## src/rtl/hazard_controller.sv

```systemverilog
// Pipeline hazard sequencer: load-use, EX-resolved redirects and data-memory
// waits with a timeout watchdog, plus saturating stall/flush event counters.
module hazard_controller #(
   parameter int unsigned MEM_TIMEOUT = 16,
   parameter int unsigned CNT_WIDTH   = 32
) (
   input  logic                 clk,
   input  logic                 reset,
   input  logic [4:0]           rs1D,
   input  logic [4:0]           rs2D,
   input  logic [4:0]           rdE,
   input  logic                 loadE,
   input  logic                 PCSrcE,
   input  logic                 dmem_reqM,
   input  logic                 dmem_ready,
   output logic                 stallF,
   output logic                 stallD,
   output logic                 stallE,
   output logic                 stallM,
   output logic                 flushD,
   output logic                 flushE,
   output logic                 flushW,
   output logic                 bus_error,
   output logic [CNT_WIDTH-1:0] stall_cnt,
   output logic [CNT_WIDTH-1:0] flush_cnt
);

   typedef enum logic [1:0] {RUN, WAIT, ERROR} state_e;

   localparam logic [7:0]           TIMEOUT = MEM_TIMEOUT[7:0];
   localparam logic [CNT_WIDTH-1:0] CNT_ONE = CNT_WIDTH'(1);

   state_e               state_q, state_d;
   logic [7:0]           wait_ctr_q, wait_ctr_d;
   logic                 bus_error_q, bus_error_d;
   logic [CNT_WIDTH-1:0] stall_cnt_q, stall_cnt_d;
   logic [CNT_WIDTH-1:0] flush_cnt_q, flush_cnt_d;

   logic memStall;
   logic lwStall;
   logic flush_win;

   assign memStall = (state_q == WAIT) | ((state_q == RUN) & dmem_reqM & ~dmem_ready);
   assign lwStall  = loadE & (rdE != 5'd0) & ((rs1D == rdE) | (rs2D == rdE));

   // Pipeline controls, highest priority first.
   always_comb begin
      stallF    = 1'b0;
      stallD    = 1'b0;
      stallE    = 1'b0;
      stallM    = 1'b0;
      flushD    = 1'b0;
      flushE    = 1'b0;
      flushW    = 1'b0;
      flush_win = 1'b0;
      if (reset) begin
         flushD = 1'b1;
         flushE = 1'b1;
         flushW = 1'b1;
      end else if (state_q == ERROR) begin
         stallF = 1'b1;
         stallD = 1'b1;
         stallE = 1'b1;
         stallM = 1'b1;
      end else if (memStall) begin
         stallF = 1'b1;
         stallD = 1'b1;
         stallE = 1'b1;
         stallM = 1'b1;
         flushW = 1'b1;
      end else if (PCSrcE) begin
         flushD    = 1'b1;
         flushE    = 1'b1;
         flush_win = 1'b1;
      end else if (lwStall) begin
         stallF = 1'b1;
         stallD = 1'b1;
         flushE = 1'b1;
      end
   end

   always_comb begin
      state_d     = state_q;
      wait_ctr_d  = wait_ctr_q;
      bus_error_d = bus_error_q;
      stall_cnt_d = stall_cnt_q;
      flush_cnt_d = flush_cnt_q;
      unique case (state_q)
         RUN: begin
            if (dmem_reqM && !dmem_ready) begin
               state_d    = WAIT;
               wait_ctr_d = 8'd1;
            end
         end
         WAIT: begin
            // Ready takes precedence over an expiring timeout in the same cycle.
            if (dmem_ready) begin
               state_d    = RUN;
               wait_ctr_d = 8'd0;
            end else if (wait_ctr_q == TIMEOUT) begin
               state_d     = ERROR;
               bus_error_d = 1'b1;
            end else begin
               wait_ctr_d = wait_ctr_q + 8'd1;
            end
         end
         ERROR: state_d = ERROR;
         default: state_d = RUN;
      endcase
      if (stallF && (stall_cnt_q != '1))
         stall_cnt_d = stall_cnt_q + CNT_ONE;
      if (flush_win && (flush_cnt_q != '1))
         flush_cnt_d = flush_cnt_q + CNT_ONE;
   end

   always_ff @(posedge clk) begin
      if (reset) begin
         state_q     <= RUN;
         wait_ctr_q  <= '0;
         bus_error_q <= 1'b0;
         stall_cnt_q <= '0;
         flush_cnt_q <= '0;
      end else begin
         state_q     <= state_d;
         wait_ctr_q  <= wait_ctr_d;
         bus_error_q <= bus_error_d;
         stall_cnt_q <= stall_cnt_d;
         flush_cnt_q <= flush_cnt_d;
      end
   end

   assign bus_error = bus_error_q;
   assign stall_cnt = stall_cnt_q;
   assign flush_cnt = flush_cnt_q;

endmodule

```

## config.mk

```make
export PLATFORM = sky130hd
export DESIGN_NAME = hazard_controller
export DESIGN_NICKNAME = d
export VERILOG_FILES = /design/src/rtl/hazard_controller.sv
export SDC_FILE = /design/constraint.sdc
export NUM_CORES = 1
export LEC_CHECK = 0
export ABC_AREA = 1
export CAP_MARGIN = 5
export CORE_MARGIN = 4
export CORE_UTILIZATION = 57
export CTS_CLUSTER_SIZE = 8
export DETAILED_ROUTE_END_ITERATION = 8
export GPL_TIMING_DRIVEN = 0
export PLACE_DENSITY = 0.86
export SKIP_LAST_GASP = 1
export SYNTH_ARGS = -nofsm -noshare
export SYNTH_HDL_FRONTEND = slang
export SYNTH_SLANG_ARGS = --single-unit
```

## constraint.sdc

```tcl
create_clock -name clk -period 2.7 [get_ports clk]
set_input_delay 0.54 -clock clk [delete_from_list [all_inputs] [get_ports clk]]
set_output_delay 0.54 -clock clk [all_outputs]
set_load 0.02 [all_outputs]
```

# == Yosys cells after proc, flatten, opt, wreduce, memory -nomap -nowiden ==
# Index checks and enable logic that the tools add are counted.
# classes
add_sub_neg,3
n_mul,0
eq_ne,10
order_cmp,0
n_bitwise,7
muxes,27
reduce_logical,10
n_div,0
shift,0
# op_table
op,count
adder 32 x 1 -> 32 bit (second input constant),2
inequality test 32 bit (second input constant),2
2-to-1 mux 8 bit,3
2-to-1 mux 1 bit,19
case mux 8 bit (2 select lines),1
== test 5 bit,2
adder 8 x 1 -> 8 bit (second input constant),1
== test 8 x 5 -> 1 bit (second input constant),1
2-to-1 mux 2 bit,3
case mux 2 bit (3 select lines),1
AND reduction 3 bit,2
nonzero test 5 bit,1
bitwise AND 1 bit,4
logical AND 1 bit,3
inequality test 3 x 2 -> 1 bit (second input constant),1
inequality test 3 bit (second input constant),1
== test 2 x 1 -> 1 bit (second input constant),1
== test 2 bit (second input constant),1
zero test 2 bit,1
inequality test 2 x 1 -> 1 bit (second input constant),1
bitwise OR 1 bit,2
AND reduction 2 bit,1
nonzero test 2 bit,1
zero test 1 bit,1
NOT 1 bit,1
# totals
ram_bits,0
elab_cells,62
reg_bits,75
memories,0
latch_bits,0
out_inout_bits,72
rom_bits,0
inputBits,21

# == Depth between registers and ports, before layout ==
# logic_depth
word_depth,9
ltp_mapped,14
depth_no_buf,13

# == Worst setup path after synthesis ==
# OpenSTA, ideal clock, no wires.
# synth_timing
path_kind,in2out
startpoint,input port dmem_ready
endpoint,output port stallF
n_path_buf,1
setup_slack_ns,0.366
cell_stages,10
arrival_time_ns,1.794
t_required_ns,2.160
cell_sequence,inv_2 -> nand2_1 -> nand2_1 -> nand2_1 -> inv_2 -> nor2_4 -> nand2_1 -> nand2_1 -> a21oi_1 -> buf_4
# synth_via
elab_chain_cells,6
# synth_lines
item,line_no,source
from (decl),15,"input logic dmem_ready,"
NOT 1 bit (no line),--,
bitwise AND 1 bit,43,assign memStall = (state_q == WAIT) | ((state_q == RUN) & dmem_reqM & ~dmem_ready);
bitwise OR 1 bit,43,
2-to-1 mux 1 bit (3 in a row),--,
to (decl),16,"output logic stallF,"
# Every way passes these cells.

# == Worst setup path in the final report ==
# layout_timing
startpoint,input port dmem_reqM
endpoint,output port stallF
# layout_via
elab_chain_cells,6
# layout_lines
item,line_no,source
from (decl),14,"input logic dmem_reqM,"
bitwise AND 1 bit (2 in a row),43,
bitwise OR 1 bit,43,
2-to-1 mux 1 bit,65,end else if (memStall) begin
2-to-1 mux 1 bit,60,end else if (state_q == ERROR) begin
2-to-1 mux 1 bit,56,if (reset) begin
# Every way passes these cells.

==> run summary <==
Worst Tran Pin Value: 0.709 ns
Initial Utilization: 59.0%
pin count of the biggest net entering global routing: 15
global placer's final weighted congestion: 0.979
Peak VDD IR: 293 µV
final net count: 936
Iter 0 DRT Violations: 351
Via Count: 5570
final hold violations: 0
Pins Over Slew Limit: 0
Chip Width: 101 µm
GRT Util Overall: 29.3%
relative slew slack: 52.7%
area share of the largest cell type after synthesis: 30.7%
remaining global-route overflow: 0
dominant cell type by area after synthesis: dfxtp_1
cell area after synthesis: 0.00490 mm²
htree depth: 3
clock root cell: clkbuf_8
share of layout cells above drive strength 1: 7.64%
# hold bufs at CTS: 0
most frequent cells after synthesis: nand2_1, nor2_1, dfxtp_1
clock slew at reported path FFs: 0.09 ns
minimum clock period: 2.64 ns
Detail Route Antenna Nets: 0
Pwr Density: 394 mW/mm²
crit path cell chain: clkdlybuf4s50_1, nand2_2, nand2_2, nand2_4, inv_4, nor2_4, nand2_2, nand2_4, buf_4, a21oi_4, buf_4, buf_4
largest cells by area after synthesis: dfxtp_1, nand2_1, nor2_1, a21oi_1, nand4_1
DIE AREA: 0.0101 mm²
Finished Core Util: 75.1%
EDFF count, synth: 0
Setup crit start kind: input port
required time of the worst setup path: 2.16 ns
fin crit share: 97.7%
Clock Skews: 0.0159 ns
Area Growth Syn to Fin: 27.2%
element type at the critical path end: output pin
CTS tree: done
Mapped Cells: 805
ys flop type: dfxtp_1
drt total wl: 14800 µm
Die H: 101 µm
hpwl dp: 11300 µm
DRC Markers: 0
final worst setup slack: 0.0633 ns
diodes inserted: 0
clk sinks: 75
P_leak: 2.30 nW
type of the worst min-delay path: flip-flop to flip-flop
vias per cell: 5.46
Cell Rows: 33
vias in the first global route: 5218
Core Area: 0.00830 mm²
Async S/R FF share, synth: 0%
Inserted Clock Buffers: 9
drt pass-1 iters: 5
achievable clock frequency: 379 MHz
Power Total: 0.00246 W
initial antenna violation count: 0
setup violators final: 0
pre-CTS setup slack: -0.611 ns
most common cell in the synthesized netlist: nand2_1
status: complete, no violations
slowest cell delay on critical path: 0.47 ns
global-route wire length before repair: 24000 µm
CP Max Fanout: 4
Worst EP arrival: 2.10 ns
post-synthesis cell type count: 35
Setup Crit Path Kind: input port to output pin
slowest stage cell, crit path: clkdlybuf4s50_1
DR WL/cell: 14.5 µm
CTS Buffer Depth: 2
Clk Latency, worst-skew pair: 0.37 ns
IO Port Bufs: 91
Seq/Total Area, Yosys: 30.7%
Max Cap Viol: 0
Synth Register Bits: 75
Synth Net Count: 830
Mean Syn Cell Area: 6.08 µm²
Synth Warn #: 0
IO Pins: 93
==> through the flow <==
step	TNS, ns	area (µm²)	std cells	hold slack, ns
after floorplan	0	4900	805	0.463
after global placement	-1.84	5940	1001	0.438
after detailed placement	-1.90	5940	1001	0.440
after CTS	-0.181	6150	1017	0.454
after global routing	-0.0151	6230	1021	0.485
final	0	6230	1021	0.449
==> flip-flops by register name, summed over array words and instances, names as in the netlist <==
| name | flops |
|---|---|
| bus_error | 1 |
| wait_ctr_q | 8 |
| state_q | 2 |
| stall_cnt | 32 |
| flush_cnt | 32 |
==> cell families after synthesis <==
group / share of synthesized area (%)
adder cells (fa/ha/maj): 1.02
AND/OR/NAND/NOR: 44.6
AO/OA/AOI/OAI: 8.61
buffers and inverters: 8.28
XOR/XNOR: 6.80
flip-flops: 30.7
==> layout by cell type (no fill, tap or decap), drive strengths merged, types with 2 or more instances in the layout <==
cell,instances
a21oi,65
a31oi,2
buf,25
bufinv,2
clkbuf,19
clkdlybuf4s50,84
clkinv,3
dfxtp,75
dlygate4sd2,2
ha,4
inv,68
nand2,300
nand3,23
nand3b,18
nand4,38
nor2,108
nor3,22
o21ai,9
xnor2,11
xor2,27
==> worst max-delay path, delay by kind of cell <==
family          cells  cell delay [ns]
compound gates      1             0.13
buf+inv             5             0.95
simple gates        6             0.48
==> cell type report <==
cell class	count	area, µm²
buffer	27	149
clock buffer	9	124
clock inverter	7	98.8
fill	698	2070
inverter	67	256
multi-input combinational	635	3030
sequential	75	1500
tap	105	131
timing repair buffer	96	938
==> final timing paths <==
path                 from             to  slack (ns)  depth (start not counted)
max             dmem_reqM         stallF        0.06                         12
min             bus_error      bus_error        0.45                          2
max reg2reg  stall_cnt[0]  stall_cnt[15]        0.39                          9
min reg2reg     bus_error      bus_error        0.45                          2
==> report_power, final <==
part	internal [W]	switching (W)
clock network	0.000527	0.000485
logic	0.000117	0.000203
registers	0.00111	0.0000105
total	0.00176	0.000698
==> routing by layer <==
layer | up-vias | part of all wire (%) | global-route usage, % | wire length, µm
li1 | 2805 | - | - | -
met1 | 2496 | 42 | 36.5 | 6280
met2 | 226 | 47 | 48.8 | 7020
met3 | 43 | 6.7 | 5.26 | 994
met4 | 0 | 3.6 | 13.9 | 537
met5 | - | 0 | 0 | 0
==> timing repair <==
action	in CTS	in global routing
resized for setup	16	17
pin swaps	0	3
endpoints found under the hold margin	0	0
setup buffers	0	5
setup endpoints to repair	6	5
Power figures use the tool's default switching activity.
